**src/rtl/auction_pkg.sv**
```systemverilog
// rtl/auction_pkg.sv - shared types and constants for the auction round controller and argmax
package auction_pkg;

    localparam int N_AGENTS    = 10;
    localparam int AGENT_IDX_W = 4;
    localparam int BID_W       = 16;

    typedef enum logic [1:0] {
        IDLE    = 2'd0,
        COLLECT = 2'd1,
        RESOLVE = 2'd2,
        AWARD   = 2'd3
    } state_t;

    // Bid bus between the round controller and the argmax, entry i = agent i
    typedef logic [N_AGENTS-1:0][BID_W-1:0] bid_arr_t;

endpackage

```
**src/rtl/auction_round_ctrl.sv**
```systemverilog
// rtl/auction_round_ctrl.sv - sealed-bid round controller feeding a 10-way argmax
module auction_round_ctrl
    import auction_pkg::*;
#(
    parameter int bW         = 16,
    parameter int TIMEOUT    = 64,
    parameter int ROUND_W    = 8,
    parameter int ARGMAX_LAT = 1
) (
    input  logic                               clk,
    input  logic                               rst,
    input  logic                               start,
    input  logic                               bid_valid,
    output logic                               bid_ready,
    input  logic [AGENT_IDX_W-1:0]             bid_id,
    input  logic [bW-1:0]                      bid_val,
    output logic [N_AGENTS-1:0][bW-1:0]        bids_out,
    input  logic [AGENT_IDX_W-1:0]             win_in,
    output logic                               award_valid,
    input  logic                               award_ready,
    output logic [AGENT_IDX_W-1:0]             award_id,
    output logic [bW-1:0]                      award_bid,
    output logic                               award_none,
    output logic [ROUND_W-1:0]                 award_round,
    output logic                               busy,
    output logic                               err_bad_id
);

    // Timer counts COLLECT cycles and is reused as the RESOLVE wait counter
    localparam int TMAX = (TIMEOUT > ARGMAX_LAT + 1) ? TIMEOUT : ARGMAX_LAT + 2;
    localparam int TW   = $clog2(TMAX) + 1;

    state_t                       state_q;
    logic [N_AGENTS-1:0][bW-1:0]  bids_q;
    logic [N_AGENTS-1:0]          mask_q;
    logic [N_AGENTS-1:0]          mask_d;
    logic [TW-1:0]                timer_q;
    logic [ROUND_W-1:0]           round_q;
    logic                         bid_ready_q;
    logic                         busy_q;
    logic                         err_bad_id_q;
    logic                         award_valid_q;
    logic [AGENT_IDX_W-1:0]       award_id_q;
    logic [bW-1:0]                award_bid_q;
    logic                         award_none_q;
    logic [ROUND_W-1:0]           award_round_q;

    logic                         hs;
    logic                         id_ok;
    logic [N_AGENTS-1:0]          id_onehot;
    logic                         store;
    logic [bW-1:0]                win_bid;

    // Decode the offered bid: handshake, in-range check and first-bid-wins mask update
    always_comb begin
        hs        = bid_valid & bid_ready_q;
        id_ok     = (bid_id < AGENT_IDX_W'(N_AGENTS));
        id_onehot = id_ok ? (N_AGENTS'(1) << bid_id) : '0;
        store     = hs & (|(id_onehot & ~mask_q));
        mask_d    = store ? (mask_q | id_onehot) : mask_q;
        win_bid   = (win_in < AGENT_IDX_W'(N_AGENTS)) ? bids_q[win_in] : '0;
    end

    // Round FSM with all outputs registered
    always_ff @(posedge clk) begin
        if (rst) begin
            state_q       <= IDLE;
            bids_q        <= '0;
            mask_q        <= '0;
            timer_q       <= '0;
            round_q       <= '0;
            bid_ready_q   <= 1'b0;
            busy_q        <= 1'b0;
            err_bad_id_q  <= 1'b0;
            award_valid_q <= 1'b0;
            award_id_q    <= '0;
            award_bid_q   <= '0;
            award_none_q  <= 1'b0;
            award_round_q <= '0;
        end else begin
            case (state_q)
                IDLE: begin
                    if (start) begin
                        bids_q      <= '0;
                        mask_q      <= '0;
                        timer_q     <= '0;
                        bid_ready_q <= 1'b1;
                        busy_q      <= 1'b1;
                        state_q     <= COLLECT;
                    end
                end
                COLLECT: begin
                    timer_q <= timer_q + 1'b1;
                    mask_q  <= mask_d;
                    for (int i = 0; i < N_AGENTS; i++) begin
                        if (store && id_onehot[i]) begin
                            bids_q[i] <= bid_val;
                        end
                    end
                    if (hs && !id_ok) begin
                        err_bad_id_q <= 1'b1;
                    end
                    if ((&mask_d) || (timer_q == TW'(TIMEOUT - 1))) begin
                        timer_q     <= '0;
                        bid_ready_q <= 1'b0;
                        state_q     <= RESOLVE;
                    end
                end
                RESOLVE: begin
                    if (timer_q == TW'(ARGMAX_LAT)) begin
                        award_valid_q <= 1'b1;
                        award_id_q    <= win_in;
                        award_bid_q   <= win_bid;
                        award_none_q  <= (mask_q == '0);
                        award_round_q <= round_q;
                        state_q       <= AWARD;
                    end else begin
                        timer_q <= timer_q + 1'b1;
                    end
                end
                AWARD: begin
                    if (award_ready) begin
                        award_valid_q <= 1'b0;
                        busy_q        <= 1'b0;
                        round_q       <= round_q + 1'b1;
                        state_q       <= IDLE;
                    end
                end
                default: state_q <= IDLE;
            endcase
        end
    end

    assign bid_ready   = bid_ready_q;
    assign bids_out    = bids_q;
    assign busy        = busy_q;
    assign err_bad_id  = err_bad_id_q;
    assign award_valid = award_valid_q;
    assign award_id    = award_id_q;
    assign award_bid   = award_bid_q;
    assign award_none  = award_none_q;
    assign award_round = award_round_q;

endmodule

```
**config.mk**
```make
export PLATFORM = sky130hd
export DESIGN_NAME = auction_round_ctrl
export DESIGN_NICKNAME = d
export VERILOG_FILES = /design/src/rtl/auction_pkg.sv /design/src/rtl/auction_round_ctrl.sv
export SDC_FILE = /design/constraint.sdc
export NUM_CORES = 1
export LEC_CHECK = 0
export CAP_MARGIN = 5
export CORE_UTILIZATION = 55
export CTS_CLUSTER_SIZE = 12
export DETAILED_ROUTE_END_ITERATION = 6
export HOLD_SLACK_MARGIN = 0.08
export PLACE_DENSITY = 0.9
export SLEW_MARGIN = 20
export SYNTH_ARGS = -nofsm -noshare
export SYNTH_HDL_FRONTEND = slang
export SYNTH_SLANG_ARGS = --single-unit
```
**constraint.sdc**
```tcl
create_clock -name clk -period 5.25 [get_ports clk]
set_input_delay 1.05 -clock clk [delete_from_list [all_inputs] [get_ports clk]]
set_output_delay 1.05 -clock clk [all_outputs]
set_load 0.03 [all_outputs]
```
==> flow_summary.json, run 1 <==
{
  "synth_warnings": 0,
  "min_path_cells": 2,
  "path_max_fanout": 21,
  "drt_first_pass_iters": 5,
  "syn_avg_cell_area_um2": 9.95,
  "leakage_nw": 5.35,
  "fmax_mhz": 259,
  "numCtsBuffers": 23,
  "reg2reg_slack_ns": 2.58,
  "gp_congestion": 0.915,
  "vias": 8338,
  "path_class": "in2reg",
  "ctsLongestPathBuffers": 3,
  "maxSlewViolCount": 0,
  "hold_violations": 0,
  "cts-root-buf": "clkbuf_16",
  "die_h_um": 137,
  "synth-main-ff-cell": "dfxtp_1",
  "path_clk_slew_ns": 0.06,
  "min_to": "err_bad_id",
  "synth_edf_count": 0,
  "synth_area_um2": 9950,
  "layout_min_cycle_time_ns": 3.86,
  "drc": 0,
  "ir_drop_mv": 0.363,
  "start_util": 0.569,
  "insertion_delay_ns": 0.52,
  "final_common_cell": "dfxtp_1",
  "period_share": 0.736,
  "port_buffers": 221,
  "min-delay-start": "err_bad_id",
  "rsz0062_at_grt": "false",
  "slew-limit-headroom": 0.299,
  "h-tree-depth": 1,
  "drive_gt1_frac": 0.0784,
  "r2r_start": "mask_q[0]",
  "ant_nets": 0,
  "cp_slowest_cell": "clkdlybuf4s50_1",
  "postCtsSetupBuffers": 0,
  "grt_max_degree": 111,
  "clkSinkCount": 220,
  "antenna_found_initial": 0,
  "fin_skew_ns": 0.0140,
  "p_total_mw": 5.85,
  "cts-hold-fix-buffers": 0,
  "reg2reg_depth": 8,
  "layout_common_cells": "220 x dfxtp_1, 218 x clkdlybuf4s50_1, 214 x nor2_1",
  "finalNetCount": 1211,
  "seq_area_frac_synth": 0.443,
  "pin_count": 222,
  "ys_seq_elements": 220,
  "endpoint_kind": "flop",
  "rows": 48,
  "crit_chain": "clkdlybuf4s50_1 > or4_1 > a21oi_1 > nand4b_4 > nand3_2 > o21ai_0 > nand2_2 > mux2i_1 > nor2_1",
  "first_global_vias": 7963,
  "die_w_um": 137,
  "min_path_type": "reg2reg",
  "maxCapViolCount": 0,
  "tightest_slew_ns": 1.05,
  "n_antenna_cell": 0,
  "setup_tns_ns": 0,
  "core_area_um2": 17500,
  "dpl.hpwl_um": 19500,
  "r2r-end": "bids_out[51]",
  "area_growth_syn_to_layout_pct": 28.6,
  "gr-total-overflow": 0,
  "cts_resized": 0,
  "worstPathArrival_ns": 4.22,
  "outcome": "completed",
  "syn_nets": 1038,
  "drt_wl_total_um": 29500,
  "async_reset_ff_frac": 0,
  "crit_path_start_kind": "primary input",
  "cts_tree": "built",
  "fillers": 1187,
  "die_area_um2": 18600,
  "final-setup-viol-count": 0,
  "drt_iter0_markers": 785,
  "cp.required_ns": 5.61,
  "yosysUniqueCellTypes": 54,
  "grt_pass1_wl_um": 44400,
  "slowest_delay_ns": 0.83,
  "via_per_inst": 5.91,
  "detail_route.wl_per_cell_um": 20.9,
  "syn_inst": 1000,
  "grt.total_usage": 0.310,
  "p_per_area_nw_per_um2": 457
}
-- worst max path at each step --
stage                         start            to  slack (ns)  depth (start not counted)
after floorplan           bid_id[0]    timer_q[2]        2.34                          8
after global placement    bid_id[0]  bids_out[81]        1.07                          9
after detailed placement  bid_id[0]  bids_out[38]         1.0                          9
after CTS                 bid_id[0]  bids_out[38]        1.44                          9
after global routing      bid_id[0]  bids_out[38]        1.19                          9
final                     bid_id[0]  bids_out[51]        1.39                          9
-- cells by family (layout without fill, tap and decap cells) --
kind of cell	count (synthesis)	count (layout)	synth area share
flops	220	220	0.443
buf+inv	95	281	0.0438
fa+ha+maj	9	9	0.0113
simple gates	336	336	0.151
compound gates	102	102	0.0729
xor+xnor	9	9	0.00792
mux	229	229	0.271
-- critical path: cells and delay by family --
family	cells	cell delay, ns
AOI/OAI and AO/OA	2	0.44
buffers and inverters	1	0.83
and+or+nand+nor	5	1.56
muxes	1	0.32
-- synthesized netlist by cell type, types with 2 or more instances --
| cell | number | area [µm²] |
|---|---|---|
| a21oi_1 | 20 | 100 |
| o21ai_0 | 29 | 145 |
| and2_1 | 20 | 125 |
| ha_1 | 9 | 113 |
| nand4_1 | 3 | 18.8 |
| a31oi_1 | 4 | 25.0 |
| nand3b_1 | 2 | 15.0 |
| inv_1 | 14 | 52.6 |
| nand2b_1 | 3 | 18.8 |
| mux4_2 | 32 | 721 |
| buf_2 | 12 | 60.1 |
| or4_1 | 2 | 15.0 |
| nor3_1 | 5 | 25.0 |
| nand2_2 | 8 | 50.1 |
| nand2_1 | 46 | 173 |
| xnor2_1 | 4 | 35.0 |
| xor2_1 | 5 | 43.8 |
| o21ai_4 | 2 | 32.5 |
| nand3_1 | 8 | 40.0 |
| buf_4 | 3 | 22.5 |
| a22oi_1 | 11 | 82.6 |
| a32oi_1 | 4 | 35.0 |
| buf_1 | 4 | 15.0 |
| nor2_1 | 215 | 807 |
| o221ai_1 | 17 | 149 |
| dfxtp_1 | 220 | 4400 |
| o21ai_1 | 2 | 10.0 |
| o211ai_1 | 2 | 15.0 |
| buf_6 | 7 | 78.8 |
| clkbuf_1 | 55 | 206 |
| nor2b_1 | 4 | 25.0 |
| nor3b_1 | 6 | 45.0 |
| and3_1 | 3 | 18.8 |
| mux2i_1 | 197 | 1970 |
| nor4_1 | 3 | 18.8 |
-- layout make-up --
type	instances	area (µm²)	share of cell area
flip-flops and latches	220	4400	0.344
repair buffers	229	2260	0.177
clock buffers	36	664	0.0519
clock inverters	2	13.8	0.00108
multi-input cells	685	5120	0.400
inverters	14	52.6	0.00411
well taps	225	282	0.0220
-- where the power goes --
part	switching, mW	internal [mW]
registers	0.165	1.85
clock network	0.659	0.863
logic	1.41	0.907
total	2.23	3.62
-- metrics by stage --
step                instances  instance area [µm²]  hold slack [ns]  setup WS, ns  utilization
floorplan                1000                 9950            0.444          2.34            -
global placement         1373                12100            0.437          1.07        0.693
detailed placement       1373                12100            0.446          1.00        0.693
CTS                      1411                12800            0.454          1.44        0.732
global route             1411                12800            0.482          1.19        0.732
finish                   1411                12800            0.455          1.39        0.732
-- routing by layer --
layer,GRT usage,up-vias,share of wire
li1,-,3829,-
met1,0.408,4061,0.43
met2,0.493,386,0.46
met3,0.0763,62,0.083
met4,0.116,0,0.034
met5,0,-,0
-- state kept, by name, summed over array words and instances (netlist names) --
name         flops
award_bid       16
award_id         4
award_none       1
award_round      8
award_valid      1
bid_ready        1
bids_out       160
busy             1
err_bad_id       1
mask_q          10
round_q          8
state_q          2
timer_q          7
Note: power is estimated with default switching activity, not from simulation.
==> run 2, diff against run 1 <==
--- a/config.mk
+++ b/config.mk
@@ -6,11 +6,11 @@
 export NUM_CORES = 1
 export LEC_CHECK = 0
 export CAP_MARGIN = 5
-export CORE_UTILIZATION = 55
+export CORE_UTILIZATION = 51
 export CTS_CLUSTER_SIZE = 12
 export DETAILED_ROUTE_END_ITERATION = 6
 export HOLD_SLACK_MARGIN = 0.08
-export PLACE_DENSITY = 0.9
+export PLACE_DENSITY = 0.85
 export SLEW_MARGIN = 20
 export SYNTH_ARGS = -nofsm -noshare
 export SYNTH_HDL_FRONTEND = slang
==> constraint.sdc (replaced) <==
create_clock -name clk -period 3.7 [get_ports clk]
set_input_delay 0.74 -clock clk [delete_from_list [all_inputs] [get_ports clk]]
set_output_delay 0.74 -clock clk [all_outputs]
set_load 0.03 [all_outputs]
==> run 2 against run 1 <==
Compared with the run above:
- final cell count grew 3.5%
- core utilization shrank 4.1 points
- non-clock buffer count grew 13
- flip-flop and latch count is the same
- sequential share of layout area shrank 0.67 points
- global-route usage shrank 2.0 points
- critical path type unchanged
- critical endpoint is now bids_out[74]
- largest cell class unchanged
- largest power group unchanged
==> flow_summary.json, run 2 (synthesis results as in run 1) <==
{
  "drive_gt1_frac": 0.0900,
  "fmax_mhz": 329,
  "rows": 50,
  "p_per_area_nw_per_um2": 647,
  "wl_met2_um": 13700,
  "maxCapViolCount": 0,
  "outcome": "completed",
  "final_core_utilization": 0.691,
  "rsz0062_at_grt": "false",
  "vias": 8311,
  "fillers": 1485,
  "hold_violations": 0,
  "detail_route.wl_per_cell_um": 20.3,
  "insertion_delay_ns": 0.52,
  "maxSlewViolCount": 0,
  "cp.required_ns": 4.07,
  "h-tree-depth": 1,
  "die_h_um": 142,
  "worstPathArrival_ns": 3.41,
  "area_growth_syn_to_layout_pct": 31.2,
  "path_max_fanout": 16,
  "drc": 0,
  "ctsLongestPathBuffers": 3,
  "gp_congestion": 0.884,
  "antenna_found_initial": 1,
  "ant_nets": 0,
  "highest_layer": "met5",
  "setup_tns_ns": 0,
  "via_per_inst": 5.69,
  "final-setup-viol-count": 0,
  "first_global_vias": 7997,
  "fin_skew_ns": 0.0156,
  "drt_first_pass_iters": 5,
  "layout_min_cycle_time_ns": 3.04,
  "min_path_type": "reg2reg",
  "path_class": "in2reg",
  "pin_count": 222,
  "min_path_cells": 2,
  "port_buffers": 221,
  "grt_max_degree": 114,
  "postCtsSetupBuffers": 0,
  "reg2reg_depth": 8,
  "wl_met3_um": 2630,
  "path_clk_slew_ns": 0.06,
  "final_common_cell": "dfxtp_1",
  "die_area_um2": 20100,
  "drt_iter0_markers": 534,
  "leakage_nw": 5.45,
  "m1WireLength_um": 12200,
  "cts-root-buf": "clkbuf_16",
  "setup_slack_ns": 0.662,
  "die_w_um": 142,
  "pre_cts_ws_ns": 0.200,
  "cts-hold-fix-buffers": 0,
  "drt_wl_total_um": 29600,
  "largest_reg_flops": 160,
  "finalNetCount": 1225,
  "slew-limit-headroom": 0.425,
  "endpoint_kind": "flop",
  "ir_drop_mv": 0.421,
  "cts_tree": "built",
  "numCtsBuffers": 24,
  "cts_resized": 0,
  "n_antenna_cell": 0,
  "grt_pass1_wl_um": 45400,
  "start_util": 0.527,
  "crit_path_start_kind": "primary input",
  "core_area_um2": 18900,
  "tightest_slew_ns": 0.863,
  "grt.total_usage": 0.291,
  "dpl.hpwl_um": 19600,
  "layout_common_cells": "220 x dfxtp_1, 218 x clkdlybuf4s50_1, 214 x nor2_1",
  "whs_ns": 0.446,
  "period_share": 0.821,
  "dpl.cell_count": 1421,
  "gr-total-overflow": 0,
  "clkSinkCount": 220,
  "layout.cells.non_filler": 1460
}
==> run 2: path summary, 6_finish.rpt <==
kind | from | to | slack [ns]
hold / removal | err_bad_id | err_bad_id | 0.45
hold reg to reg | err_bad_id | err_bad_id | 0.45
setup reg to reg | mask_q[3] | bids_out[74] | 1.21
setup / recovery | bid_id[2] | bids_out[74] | 0.66
==> run 2: worst max-delay path, stage by stage <==
cell and delay [ns]:
clkdlybuf4s50_1 0.71, nor2_1 0.14, a32oi_1 0.32, nand4b_4 0.23
nand2_2 0.18, nor3_1 0.09, o21ai_4 0.63, mux2i_1 0.29
nor2_1 0.06
==> run 2: report_power, final <==
part	internal (mW)	switching, mW	total (mW)
clock	1.24	0.945	2.18
combinational	1.38	2.02	3.40
sequential	2.63	0.226	2.85
==> run 2: layout make-up <==
type	instances	area, µm²	share of cell area
flip-flops and latches	220	4400	0.337
multi-input cells	685	5120	0.392
inverters	14	52.6	0.00403
clock buffers	34	658	0.0504
repair buffers	242	2450	0.188
well taps	260	325	0.0249
clock inverters	5	45.0	0.00345
==> run 2: metal layers <==
layer,global-route usage,vias up
li1,-,3837
met3,0.0749,71
met5,0,-
met2,0.468,343
met4,0.111,2
met1,0.374,4058
==> run 2: metrics by stage <==
step | cell area, µm² | total power [mW]
finish | 13100 | 8.44
global route | 13100 | 8.76
CTS | 13100 | 8.45
detailed placement | 12300 | 6.24
global placement | 12300 | 6.19
floorplan | 9950 | 5.17
==> run 3, diff against run 2 <==
==> constraint.sdc (replaced) <==
create_clock -name clk -period 2.8 [get_ports clk]
set_input_delay 0.56 -clock clk [delete_from_list [all_inputs] [get_ports clk]]
set_output_delay 0.56 -clock clk [all_outputs]
set_load 0.03 [all_outputs]
==> run 3 against run 2 <==
Compared with the run above:
- setup slack worse by 0.49 ns
- combinational power up 39%
- total power up 37%
- register-to-register slack worse by 0.85 ns
- critical endpoint is now bids_out[47]
==> flow_summary.json, run 3 (synthesis results as in run 1) <==
{
  "fmax_mhz": 380,
  "cpLargestDelayFamily": "simple AND/OR/NAND/NOR gates",
  "area_growth_syn_to_layout_pct": 34.3,
  "regArea_um2": 4400,
  "path_clk_slew_ns": 0.06,
  "endpoint_kind": "flop",
  "n_antenna_cell": 0,
  "switchingPower_mw": 4.24,
  "min_path_type": "reg2reg",
  "reg2reg_depth": 10,
  "rsz0062_at_grt": "false",
  "final_common_cell": "dfxtp_1",
  "port_buffers": 221,
  "maxSlewViolCount": 0,
  "p_total_mw": 11.5,
  "dpl.hpwl_um": 20100,
  "start_util": 0.527,
  "r2r-end": "bids_out[47]",
  "vias": 8412,
  "tightest_slew_ns": 0.498,
  "gp_congestion": 0.892,
  "drc": 0,
  "sw_frac_of_total": 0.368,
  "outcome": "completed",
  "core_area_um2": 18900,
  "ir_drop_mv": 0.503,
  "hold_violations": 0,
  "numCtsBuffers": 24,
  "dpl_cell_area_um2": 12600,
  "antenna_found_initial": 1,
  "largest_reg_flops": 160,
  "grt_pass1_wl_um": 46100,
  "seq_power_share": 0.327,
  "crit_path_start_kind": "primary input",
  "postCtsSetupBuffers": 0,
  "via_per_inst": 5.68,
  "internal_power_mw": 7.29,
  "grt_max_degree": 104,
  "grt.total_usage": 0.295,
  "drt_iter0_markers": 670,
  "final-setup-viol-count": 0,
  "layout_min_cycle_time_ns": 2.63,
  "cp_slowest_cell": "or4_1",
  "worstPathArrival_ns": 3.02,
  "layout_common_cells": "220 x dfxtp_1, 218 x clkdlybuf4s50_1, 214 x nor2_1",
  "slowest_delay_ns": 0.53,
  "r2r_start": "mask_q[0]",
  "h-tree-depth": 1,
  "ctsLongestPathBuffers": 3,
  "ant_nets": 0,
  "rows": 50,
  "first_global_vias": 8371,
  "setup.worst_path.end": "bids_out[47]",
  "drive_gt1_frac": 0.111,
  "period_share": 0.940,
  "critPathBufInv": 3,
  "cts_resized": 0,
  "cts-hold-fix-buffers": 0,
  "die_w_um": 142,
  "drt_first_pass_iters": 5,
  "p_per_area_nw_per_um2": 863,
  "die_area_um2": 20100,
  "pwr-share-clk": 0.264,
  "maxCapViolCount": 0,
  "finalNetCount": 1247,
  "cp.depth": 11,
  "cp.required_ns": 3.19,
  "path_class": "in2reg",
  "fin_skew_ns": 0.0148,
  "whs_ns": 0.449,
  "cts-root-buf": "clkbuf_16",
  "cts_tree": "built",
  "worstSetupStartpoint": "bid_id[0]",
  "leakage_nw": 5.63,
  "comb_power_share": 0.409,
  "detail_route.wl_per_cell_um": 20.1,
  "reg2reg_slack_ns": 0.36,
  "slew-limit-headroom": 0.668,
  "drt_wl_total_um": 29700,
  "crit_chain": "clkdlybuf4s50_1 > or4_1 > a21oi_1 > nand4b_4 > buf_4 > nand3_2 > o21ai_0 > nand2_2 > buf_12 > mux2i_1 > nor2_1",
  "clkSinkCount": 220,
  "multi_input_area_um2": 5120,
  "pin_count": 222,
  "gr-total-overflow": 0,
  "insertion_delay_ns": 0.52,
  "path_max_fanout": 11,
  "fillers": 1395,
  "fin_area_um2": 13400,
  "die_h_um": 142
}
==> run 3: how the worst min path moves through the flow <==
stage	from	slack, ns	to	depth (start not counted)
2_1_floorplan	round_q[7]	0.44	award_round[7]	2
3_3_place_gp	err_bad_id	0.44	err_bad_id	2
3_5_place_dp	err_bad_id	0.44	err_bad_id	2
4_1_cts	err_bad_id	0.45	err_bad_id	2
5_1_grt	award_round[3]	0.47	award_round[3]	2
6_report	err_bad_id	0.45	err_bad_id	2
==> run 3: routing by layer <==
metal	vias to the layer above	GRT usage	wire length (µm)	share of wire
li1	3901	-	-	-
met1	4110	0.371	12200	0.41
met2	329	0.482	13800	0.47
met3	70	0.0810	2510	0.084
met4	2	0.113	1130	0.038
met5	-	0	12	0.00040
==> run 3: cell type report <==
type	instances	area share
inverter	14	0.00393
clock inverter	6	0.00515
timing repair buffer	264	0.202
tap	260	0.0243
clock buffer	32	0.0517
multi-input combinational	685	0.383
sequential	220	0.330
==> run 3: worst register-to-register path: stages (launching register included) <==
cell	delay, ns
dfxtp_1	0.35
or4_1	0.53
a21oi_1	0.16
nand4b_4	0.21
buf_4	0.15
nand3_2	0.14
o21ai_0	0.25
nand2_2	0.11
buf_12	0.17
mux2i_1	0.20
nor2_1	0.06
==> run 3: metrics by stage <==
step / utilization / setup TNS [ns] / setup WS (ns) / std cells
3_5_place_dp: 0.667 / -41.00 / -0.337 / 1443
6_report: 0.707 / 0 / 0.168 / 1481
4_1_cts: 0.707 / 0 / 0.165 / 1481
2_1_floorplan: - / 0 / 0.379 / 1000
3_3_place_gp: 0.667 / -31.06 / -0.237 / 1443
5_1_grt: 0.707 / 0 / 0.000581 / 1481
==> run 3: power groups by stage <==
stage | combinational, mW | sequential, mW | clock (mW)
floorplan | 2.46 | 4.37 | 0
global placement | 4.60 | 3.81 | 0
detailed placement | 4.66 | 3.82 | 0
CTS | 4.69 | 3.76 | 3.08
global route | 4.93 | 3.80 | 3.21
finish | 4.72 | 3.77 | 3.05
==> variant: new RTL, settings of run 3 <==
Put one more register stage on the output `err_bad_id`, with the module's reset. The value now appears one clock later. The other outputs are not delayed to match.
--- a/src/rtl/auction_round_ctrl.sv
+++ b/src/rtl/auction_round_ctrl.sv
@@ -134,7 +134,13 @@
     assign bid_ready   = bid_ready_q;
     assign bids_out    = bids_q;
     assign busy        = busy_q;
-    assign err_bad_id  = err_bad_id_q;
+    always_ff @(posedge clk) begin
+        if (rst) begin
+            err_bad_id <= '0;
+        end else begin
+            err_bad_id <= err_bad_id_q;
+        end
+    end
     assign award_valid = award_valid_q;
     assign award_id    = award_id_q;
     assign award_bid   = award_bid_q;
Function: changed (a bounded check fails within 4 cycles, from zero or initial values and one cycle with rst high).
==> variant against run 3 <==
Clock skew is 0.0045 ns higher. Cell area is 0.81% lower. Routed wire length is 0.21% lower. Critical path type unchanged. Area after synthesis is 0.24% higher. Largest power group unchanged. Die area is 0.23% higher. Sequential cell count is 1 higher. Cell count is 0.41% lower. Power is 2.0% lower. First-iteration DRC count is 1.8% lower. Worst setup slack worse by 0.019 ns. Global-route usage is 0.29 points lower. Non-clock buffer count is 9 lower.
==> variant: results (changes against run 3) <==
* Status: complete, no violations
* Final Net Count at 1240 (-0.56%)
* Leak at 5.57 nW (-1.1%)
* Initial antenna violation count at 0 (-1)
* GP Congestion at 0.930 (+4.2%)
* Synth Area in XOR/XNOR at 0.00790 (-0.0000189)
* Worst-Margin Slew at 0.758 ns (+0.260 ns)
* CTS H-Tree Depth at 1 (unchanged)
* Fillers at 1376 (-1.4%)
* Vias in the first global route at 8211 (-1.9%)
* Largest stage delay on the critical path at 0.59 ns (+0.06 ns)
* Drt initial violations at 658 (-1.8%)
* Worst clock skew at 0.0193 ns (+0.00446 ns)
* WP data arrival at 3.05 ns (+0.03 ns)
* Place WS at -0.315 ns (+0.0214 ns)
* Synth area leaders: dfxtp_1, mux2i_1, nor2_1, mux4_2, clkbuf_1
* Post-synthesis mux area share at 0.270 (-0.000645)
* First-pass GRT wire length at 45600 um (-1.0%)
* Non-filler instance count after layout at 1475 (-0.41%)
* All-Layer GR Usage at 0.292 (-0.00294)
* Adder-Cell Fraction of Synth Area at 0.0113 (-0.0000270)
* DP Cell Count at 1436 (-0.49%)
* Pin count of the biggest net entering global routing at 79 (-24%)
* Worst-Skew Late Latency at 0.52 ns (about the same)
* Worst vdd ir at 0.521 mV (+3.6%)
* Vias at 8401 (-0.13%)
* Hpwl dp at 20700 um (+2.9%)
* Synth top cells by count: dfxtp_1, nor2_1, mux2i_1
* Mapped Nets at 1040 (+0.19%)
* Area after DPL at 12500 um2 (-0.55%)
* CP Max Fanout at 16 (+5)
* Wire per inst at 20.1 um (+0.20%)
* Seq/Total Area, Yosys at 0.444 (+0.000952)
* Share of layout cells above drive strength 1 at 0.102 (-0.00851)
* Storage cell area at 4420 um2 (+0.45%)
variant: cell count changes in the layout (fill, tap and decap cells not counted), moves of 2 or more:
cell,run 3,this run
buf_12,14,12
clkbuf_1,2,5
buf_4,29,22
clkbuf_8,6,4
variant: logic make-up (layout without fill, tap and decap cells):
group                      after synthesis  after routing
xor gates and xnor gates                 9              9
DFF                                    221            221
and+or+nand+nor                        337            337
adders and majority gates                9              9
muxes                                  229            229
AOI/OAI and AO/OA                      102            102
buffers and inverters                   95            308
variant: critical path, delay by kind of cell:
family	cells	cell delay [ns]
buffers and inverters	2	0.65
and+or+nand+nor	5	0.72
AOI/OAI and AO/OA	2	0.79
muxes	1	0.31
variant: final timing paths:
path / from / end / slack [ns]
worst max register to register: mask_q[3]$_SDFFE_PP0P_ / bids_out[73]$_SDFFE_PP0P_ / 0.30
worst max-delay path: bid_id[0] / bids_out[73]$_SDFFE_PP0P_ / 0.15
worst min-delay path: award_none$_SDFFE_PP0P_ / award_none$_SDFFE_PP0P_ / 0.45
worst min register to register: award_none$_SDFFE_PP0P_ / award_none$_SDFFE_PP0P_ / 0.45
variant: where the power goes:
group | internal [W] | switching [W] | leakage, nW
Sequential | 0.00349 | 0.000304 | 1.79
Clock | 0.00167 | 0.00125 | 0.357
Combinational | 0.00195 | 0.00264 | 3.42
variant: final cells by class:
| cell class | count | share of cell area |
|---|---|---|
| repair buffers | 255 | 0.197 |
| well taps | 260 | 0.0245 |
| multi-input cells | 686 | 0.386 |
| clock buffers | 33 | 0.0509 |
| flip-flops and latches | 221 | 0.334 |
| clock inverters | 6 | 0.00340 |
| inverters | 14 | 0.00397 |
variant: metal layers:
metal | track usage | share of wire
met5 | 0 | 0
met4 | 0.134 | 0.042
met3 | 0.0715 | 0.084
met2 | 0.469 | 0.46
met1 | 0.371 | 0.41
